===== src/rtl/multicycle_main_fsm.sv =====
// -----------------------------------------------------------------------------
// multicycle_main_fsm
//
// Main control FSM of the multicycle core. Each instruction is sequenced
// through FETCH / DECODE / EXECUTE / MEM / WB states. A memory ready handshake
// stalls FETCH, MEMRD and MEMWR. A wait counter trips a sticky FAULT after
// TIMEOUT consecutive not-ready cycles.
//
// Ports
//   clk, rst             rising-edge clock, synchronous active-high reset
//   op, func             instruction fields from the IR (stable until ir_write)
//   cond_ok              condition of current instruction passed (used in DECODE)
//   mem_ready            memory completed the request this cycle
//   mem_req, mem_w       memory request / write strobe
//   adr_src              0 = PC address, 1 = ALU result register address
//   ir_write, pc_write   IR / PC load enables
//   reg_w, branch        register file write / branch PC update
//   alu_src_a/b, alu_op  ALU operand selects, 1 = ALU decodes func, 0 = ADD
//   result_src           00 = ALU out reg, 01 = memory data, 10 = ALU direct
//   imm_src, reg_src     operand decode, combinational from op/func
//   instr_done           pulse on last cycle of a retired/nullified instruction
//   illegal              pulse in DECODE for op = 11
//   fault                sticky memory-timeout fault
//   state                current state encoding (debug)
// -----------------------------------------------------------------------------
module multicycle_main_fsm #(
   parameter int OP_W    = 2,
   parameter int FUNC_W  = 6,
   parameter int TIMEOUT = 15
) (
   input  logic              clk,
   input  logic              rst,
   input  logic [OP_W-1:0]   op,
   input  logic [FUNC_W-1:0] func,
   input  logic              cond_ok,
   input  logic              mem_ready,
   output logic              mem_req,
   output logic              mem_w,
   output logic              adr_src,
   output logic              ir_write,
   output logic              pc_write,
   output logic              reg_w,
   output logic              branch,
   output logic [1:0]        alu_src_a,
   output logic [1:0]        alu_src_b,
   output logic              alu_op,
   output logic [1:0]        result_src,
   output logic [1:0]        imm_src,
   output logic [1:0]        reg_src,
   output logic              instr_done,
   output logic              illegal,
   output logic              fault,
   output logic [3:0]        state
);

   localparam int CNT_W = (TIMEOUT > 0) ? $clog2(TIMEOUT + 1) : 1;
   localparam logic [CNT_W-1:0] CNT_LAST = (TIMEOUT > 0) ? CNT_W'(TIMEOUT - 1) : '0;

   localparam logic [OP_W-1:0] OP_DP  = OP_W'(0);
   localparam logic [OP_W-1:0] OP_MEM = OP_W'(1);
   localparam logic [OP_W-1:0] OP_BR  = OP_W'(2);

   typedef enum logic [3:0] {
      S_FETCH  = 4'd0,
      S_DECODE = 4'd1,
      S_MEMADR = 4'd2,
      S_MEMRD  = 4'd3,
      S_MEMWB  = 4'd4,
      S_MEMWR  = 4'd5,
      S_EXECR  = 4'd6,
      S_EXECI  = 4'd7,
      S_ALUWB  = 4'd8,
      S_BRANCH = 4'd9,
      S_FAULT  = 4'd15
   } state_t;

   state_t           state_q, state_d;
   logic [CNT_W-1:0] wait_cnt_q, wait_cnt_d;
   logic             waiting;
   logic             timeout_hit;

   // Only func[5] (immediate) and func[0] (load) steer the sequence.
   logic unused_func;
   assign unused_func = ^func;

   // ---------------------------------------------------------------------------
   // Next state and wait counter
   // ---------------------------------------------------------------------------
   always_comb begin
      // NOTE: every combinational output gets a default first so no path leaves it unassigned (no latch).
      state_d = state_q;
      unique case (state_q)
         S_FETCH:  if (mem_ready) state_d = S_DECODE;
         S_DECODE: begin
            if (!cond_ok)            state_d = S_FETCH;
            else if (op == OP_MEM)   state_d = S_MEMADR;
            else if (op == OP_DP)    state_d = func[5] ? S_EXECI : S_EXECR;
            else if (op == OP_BR)    state_d = S_BRANCH;
            else                     state_d = S_FETCH;   // illegal op
         end
         S_MEMADR: state_d = func[0] ? S_MEMRD : S_MEMWR;
         S_MEMRD:  if (mem_ready) state_d = S_MEMWB;
         S_MEMWB:  state_d = S_FETCH;
         S_MEMWR:  if (mem_ready) state_d = S_FETCH;
         S_EXECR,
         S_EXECI:  state_d = S_ALUWB;
         S_ALUWB,
         S_BRANCH: state_d = S_FETCH;
         S_FAULT:  state_d = S_FAULT;
         default:  state_d = S_FETCH;
      endcase

      // States that hold a memory request open and may stall on mem_ready.
      waiting     = (state_q == S_FETCH) || (state_q == S_MEMRD) || (state_q == S_MEMWR);
      // A ready in the last allowed cycle wins over the timeout.
      timeout_hit = (TIMEOUT > 0) && waiting && !mem_ready && (wait_cnt_q == CNT_LAST);
      if (timeout_hit) state_d = S_FAULT;

      if (!waiting || mem_ready || (state_d != state_q)) wait_cnt_d = '0;
      else                                               wait_cnt_d = wait_cnt_q + 1'b1;
   end

   always_ff @(posedge clk) begin
      // NOTE: sequential state uses non-blocking assignments so every flop samples pre-edge values.
      if (rst) begin
         state_q    <= S_FETCH;
         wait_cnt_q <= '0;
      end else begin
         state_q    <= state_d;
         wait_cnt_q <= wait_cnt_d;
      end
   end

   // ---------------------------------------------------------------------------
   // Moore decode of state, gated by the ready handshake where needed.
   // Reset forces every output low in the same cycle it is asserted.
   // ---------------------------------------------------------------------------
   always_comb begin
      mem_req    = 1'b0;
      mem_w      = 1'b0;
      adr_src    = 1'b0;
      ir_write   = 1'b0;
      pc_write   = 1'b0;
      reg_w      = 1'b0;
      branch     = 1'b0;
      alu_src_a  = 2'b00;
      alu_src_b  = 2'b00;
      alu_op     = 1'b0;
      result_src = 2'b00;
      imm_src    = 2'b00;
      reg_src    = 2'b00;
      instr_done = 1'b0;
      illegal    = 1'b0;
      fault      = 1'b0;
      state      = rst ? 4'd0 : state_q;

      if (!rst && state_q != S_FAULT) begin
         unique case (op)
            OP_DP:   begin imm_src = func[5] ? 2'b00 : 2'b11; reg_src = func[5] ? 2'b10 : 2'b00; end
            OP_MEM:  begin imm_src = 2'b01;                   reg_src = func[0] ? 2'b00 : 2'b10; end
            OP_BR:   begin imm_src = 2'b10;                   reg_src = 2'b11;                   end
            default: ;
         endcase
      end

      if (!rst) begin
         unique case (state_q)
            S_FETCH: begin
               mem_req    = 1'b1;
               alu_src_a  = 2'b01;
               alu_src_b  = 2'b10;
               result_src = 2'b10;
               ir_write   = mem_ready;
               pc_write   = mem_ready;
            end
            S_DECODE: begin
               alu_src_a  = 2'b01;
               alu_src_b  = 2'b10;
               result_src = 2'b10;
               instr_done = !cond_ok;
               illegal    = cond_ok && (op != OP_DP) && (op != OP_MEM) && (op != OP_BR);
            end
            S_MEMADR: alu_src_b = 2'b01;
            S_MEMRD: begin
               mem_req = 1'b1;
               adr_src = 1'b1;
            end
            S_MEMWB: begin
               result_src = 2'b01;
               reg_w      = 1'b1;
               instr_done = 1'b1;
            end
            S_MEMWR: begin
               mem_req    = 1'b1;
               mem_w      = 1'b1;
               adr_src    = 1'b1;
               instr_done = mem_ready;
            end
            S_EXECR: alu_op = 1'b1;
            S_EXECI: begin
               alu_src_b = 2'b01;
               alu_op    = 1'b1;
            end
            S_ALUWB: begin
               reg_w      = 1'b1;
               instr_done = 1'b1;
            end
            S_BRANCH: begin
               alu_src_b  = 2'b01;
               result_src = 2'b10;
               branch     = 1'b1;
               pc_write   = 1'b1;
               instr_done = 1'b1;
            end
            S_FAULT: fault = 1'b1;
            default: ;
         endcase
      end
   end

endmodule


===== config.mk =====
export PLATFORM = sky130hd
export DESIGN_NAME = multicycle_main_fsm
export DESIGN_NICKNAME = d
export VERILOG_FILES = /design/src/rtl/multicycle_main_fsm.sv
export SDC_FILE = /design/constraint.sdc
export NUM_CORES = 1
export LEC_CHECK = 0
export CORE_UTILIZATION = 35
export CTS_BUF_LIST = sky130_fd_sc_hd__clkbuf_2
export DETAILED_ROUTE_END_ITERATION = 7
export PLACE_DENSITY_LB_ADDON = 0.3
export SYNTH_ARGS = -nofsm -noshare
export SYNTH_HDL_FRONTEND = slang
export SYNTH_SLANG_ARGS = --single-unit
export TNS_END_PERCENT = 20

===== constraint.sdc =====
create_clock -name clk -period 1.28 [get_ports clk]
set_clock_uncertainty 0.1 [all_clocks]
set_input_delay 0.128 -clock clk [delete_from_list [all_inputs] [get_ports clk]]
set_output_delay 0.128 -clock clk [all_outputs]
set_load 0.1 [all_outputs]

==> flow_summary.toml, run 1 <==
[synthesis]
ys_seq_area_frac = 0.209
syn-cell-area_um2 = 764
synth_ff_type = "dfxtp_1"
yosys_warnings = 0
syn_area_per_cell_um2 = 7.96
syn_inst = 96
synth_cell_types = 44
synthesis.nets = 110
async_reset_ff_frac = 0
synth_edf_count = 0
synth-seq-cells = 8

[cts]
clockRootBuffer = "clkbuf_2"
postCtsHoldBufs = 0
cts_made_buffers = 3
post_cts_buffers = 6
htreeDepth = 1
clockBufferDepth = 2
ctsResizeCount = 49
cts.sinks = 8

[run_status]
outcome = "did not finish"
tool.error = "[ERROR DPL-0033] detailed placement checks failed during check placement."
haltStage = "clock tree synthesis (4_1_cts)"

[floorplan]
ioPinCount = 37
die_y_um = 48.7
die_w_um = 48.7
fp-row-count = 16
start_util = 0.382

[placement]
post-place-ws_ns = -0.467
hpwl_mm = 2.63
place_congestion = 0.913
dp_cells = 186
place.port_buffers = 31
cells by family after synthesis:
kind of cell	after synthesis	synth area share
AO/OA/AOI/OAI	18	0.177
XOR/XNOR	4	0.0458
flip-flops	8	0.209
buffers and inverters	14	0.103
other	1	0.00491
multiplexers	1	0.0131
adder cells (fa/ha/maj)	2	0.0327
AND/OR/NAND/NOR	48	0.414
cells in the mapped netlist, types with 2 or more instances:
master / count / area (um^2)
nor2_1: 9 / 33.8
dfxtp_1: 8 / 160
nor3_1: 6 / 30.0
nor4_1: 6 / 37.5
a21oi_1: 5 / 25.0
buf_4: 5 / 37.5
inv_1: 5 / 18.8
nand2_1: 4 / 15.0
nor2b_1: 4 / 25.0
xor2_1: 3 / 26.3
a2111oi_0: 2 / 17.5
and3_1: 2 / 12.5
ha_1: 2 / 25.0
nand3_1: 2 / 10.0
o22a_1: 2 / 17.5
o32a_1: 2 / 20.0
or3_1: 2 / 12.5
metrics by stage:
| stage | instance area, um^2 | setup TNS (ns) |
|---|---|---|
| 2_1_floorplan | 963 | -16.75 |
| 3_3_place_gp | 1790 | -9.82 |
| 3_5_place_dp | 1790 | -11.74 |
==> run 2: changes to the inputs <==
- CORE_UTILIZATION: 35 -> 20
- CTS_BUF_LIST: sky130_fd_sc_hd__clkbuf_2 -> not set
- PLACE_DENSITY_LB_ADDON: 0.3 -> 0.15
- clock period: 1.28 -> 1.65 ns (I/O delays scaled with it)
==> run 2 against run 1 <==
The flow now finishes, with violations (negative setup slack). Synthesized area stayed put. Synthesized cell count stayed put.
==> flow_summary.toml, run 2 <==
[sta]
fin_setup_tns_ns = -0.316
rsz0062_at_grt = "true"
hold_ws_ns = 0.359
timing.final.crit_share = 1.05
hold_viol = 0
finalMaxSlewViolations = 0
setup_viol_count_final = 6
min_period_ns = 1.73
fmax_mhz = 578
fin_ws_ns = -0.0806

[worst_setup_path]
r2r-end = "state_q[2]"
worstPathArrival_ns = 1.47
reg2reg_setup_slack_ns = 0.13
cp_max_fo = 10
r2r-start = "wait_cnt_q[0]"
worstSetupPathType = "reg2out"
critical_path.startpoint = "state_q[2]"
endpoint = "mem_w"
start_kind = "register"
reg2regPathDepth = 6
worstPathRequired_ns = 1.38
end_kind = "output pin"

[synthesis]
syn_area_per_cell_um2 = 7.96
yosys_warnings = 0
syn-cell-area_um2 = 764
synth_ff_type = "dfxtp_1"
yosys.area.top_type = "dfxtp_1"
synth_area_leaders = "dfxtp_1 (21%), buf_4 (4.9%), nor4_1 (4.9%)"
yosys-top-cells-count = "nor2_1 (9), dfxtp_1 (8), nor3_1 (6), nor4_1 (6)"
async_reset_ff_frac = 0
synth_edf_count = 0
ys_seq_area_frac = 0.209
yosysMostFrequentCell = "nor2_1"
synthesis.nets = 110
synth-seq-cells = 8
syn_inst = 96
synth_cell_types = 44
synth_top_area_frac = 0.209

[global_routing]
grt_pass1_vias = 951
grt_first_pass_wirelength_mm = 4.37
grt_max_degree = 13
grt.overflow.total = 0
grt_antenna_before_repair = 0
gr-usage-all-layers = 0.133

[cells_and_area]
final_cell_mix = "buf_4 (34), buf_12 (25), nor2_1 (6)"
fillCellCount = 325
largestRegisters = "state_q x4, wait_cnt_q x4"
final_common_cell = "buf_4"
antennaDiodeCount = 0
nNetsFinal = 177
drive_gt1_frac = 0.596
fin_area_um2 = 1870
syn_to_final_growth_pct = 144

[cts]
clockRootBuffer = "clkbuf_8"
insertion_delay_ns = 0.23
cts_tree = "yes"
cts_made_buffers = 3
htreeDepth = 1
clk_pin_slew_ns = 0.04
cts.sinks = 8
postCtsHoldBufs = 0
clockBufferDepth = 2

[floorplan]
fp-row-count = 22
die_y_um = 63.8
die_area_um2 = 4070
die_w_um = 63.8
ioPinCount = 37
core_area_um2 = 3660
start_util = 0.209

[drt]
vias_per_cell = 4.56
wl_mm = 2.63
dr_total_vias = 954
ant_nets = 0
drtPass1Iterations = 4
dr.first_iter.drc_count = 21
avgRoutedWirePerCell_um = 12.6
drc = 0

[power_and_ir_drop]
p_seq_frac = 0.233
power.leakage_nw = 0.769
ir_worst_vdd_mv = 0.355
swShare = 0.401
power.share.clock = 0.251
p_int_mw = 0.547
power_mw = 0.913
p_comb_frac = 0.516
switchingPower_mw = 0.366
p_per_area_nw_per_um2 = 489

[placement]
post_dp_cell_area_um2 = 1730
place_congestion = 0.811
place.port_buffers = 31
hpwl_mm = 2.05

[hold_path]
holdCritPathClass = "reg2reg"

[run]
maxCapViolations = 0

[run_status]
violations = "negative setup slack"
outcome = "finished, violations left"
[run 2: timing repair]
action                                  in CTS  in global routing
setup buffers                                0                  7
pin swaps                                    5                  1
resized for setup                           15                  4
endpoints found under the setup margin      26                 19
[run 2: stage by stage]
step / instances / worst slack, ns / util
after CTS: 202 / -0.0951 / 0.491
after floorplan: 96 / -0.695 / -
after global placement: 199 / -0.133 / 0.473
after detailed placement: 199 / -0.161 / 0.473
after global routing: 209 / -0.136 / 0.510
final: 209 / -0.0806 / 0.510
[run 2: how the worst min path moves through the flow]
| stage | start | depth (start not counted) | slack, ns | to |
|---|---|---|---|---|
| floorplan | op[0] | 2 | 0.25 | state_q[2] |
| global placement | wait_cnt_q[0] | 1 | 0.34 | wait_cnt_q[0] |
| detailed placement | wait_cnt_q[0] | 1 | 0.36 | wait_cnt_q[0] |
| CTS | wait_cnt_q[0] | 1 | 0.36 | wait_cnt_q[0] |
| global route | wait_cnt_q[0] | 1 | 0.38 | wait_cnt_q[0] |
| finish | wait_cnt_q[0] | 1 | 0.36 | wait_cnt_q[0] |
[run 2: kinds of logic after synthesis]
group / share of synthesized area
compound gates: 0.177
xor+xnor: 0.0458
fa+ha+maj: 0.0327
buf+inv: 0.103
flops: 0.209
mux: 0.0131
other cells: 0.00491
simple gates: 0.414
[run 2: cell type report]
| cell class | instances | area (um^2) | area share |
|---|---|---|---|
| repair buffers | 70 | 867 | 0.464 |
| multi-input cells | 74 | 703 | 0.377 |
| flip-flops and latches | 8 | 173 | 0.0925 |
| well taps | 48 | 60.1 | 0.0322 |
| clock buffers | 3 | 41.3 | 0.0221 |
| inverters | 6 | 22.5 | 0.0121 |
[run 2: critical path: stages (launching register included)]
cell and delay (ns):
dfxtp_4 0.44, buf_4 0.15, nand2b_4 0.07, buf_4 0.17, nor3_4 0.21, buf_12 0.20
[run 2: per-layer routing]
layer  track usage  share of wire
met4        0.0455          0.018
met1         0.165           0.41
met5             0              0
met2         0.234           0.54
met3        0.0143          0.028
[run 2: power groups by stage]
stage	combinational [mW]	clock, mW	sequential, mW
final	0.471	0.230	0.212
after global routing	0.491	0.253	0.214
after CTS	0.458	0.234	0.214
after detailed placement	0.457	0	0.219
after global placement	0.454	0	0.219
after floorplan	0.289	0	0.211
No activity file was read; power rests on OpenSTA's default activity.
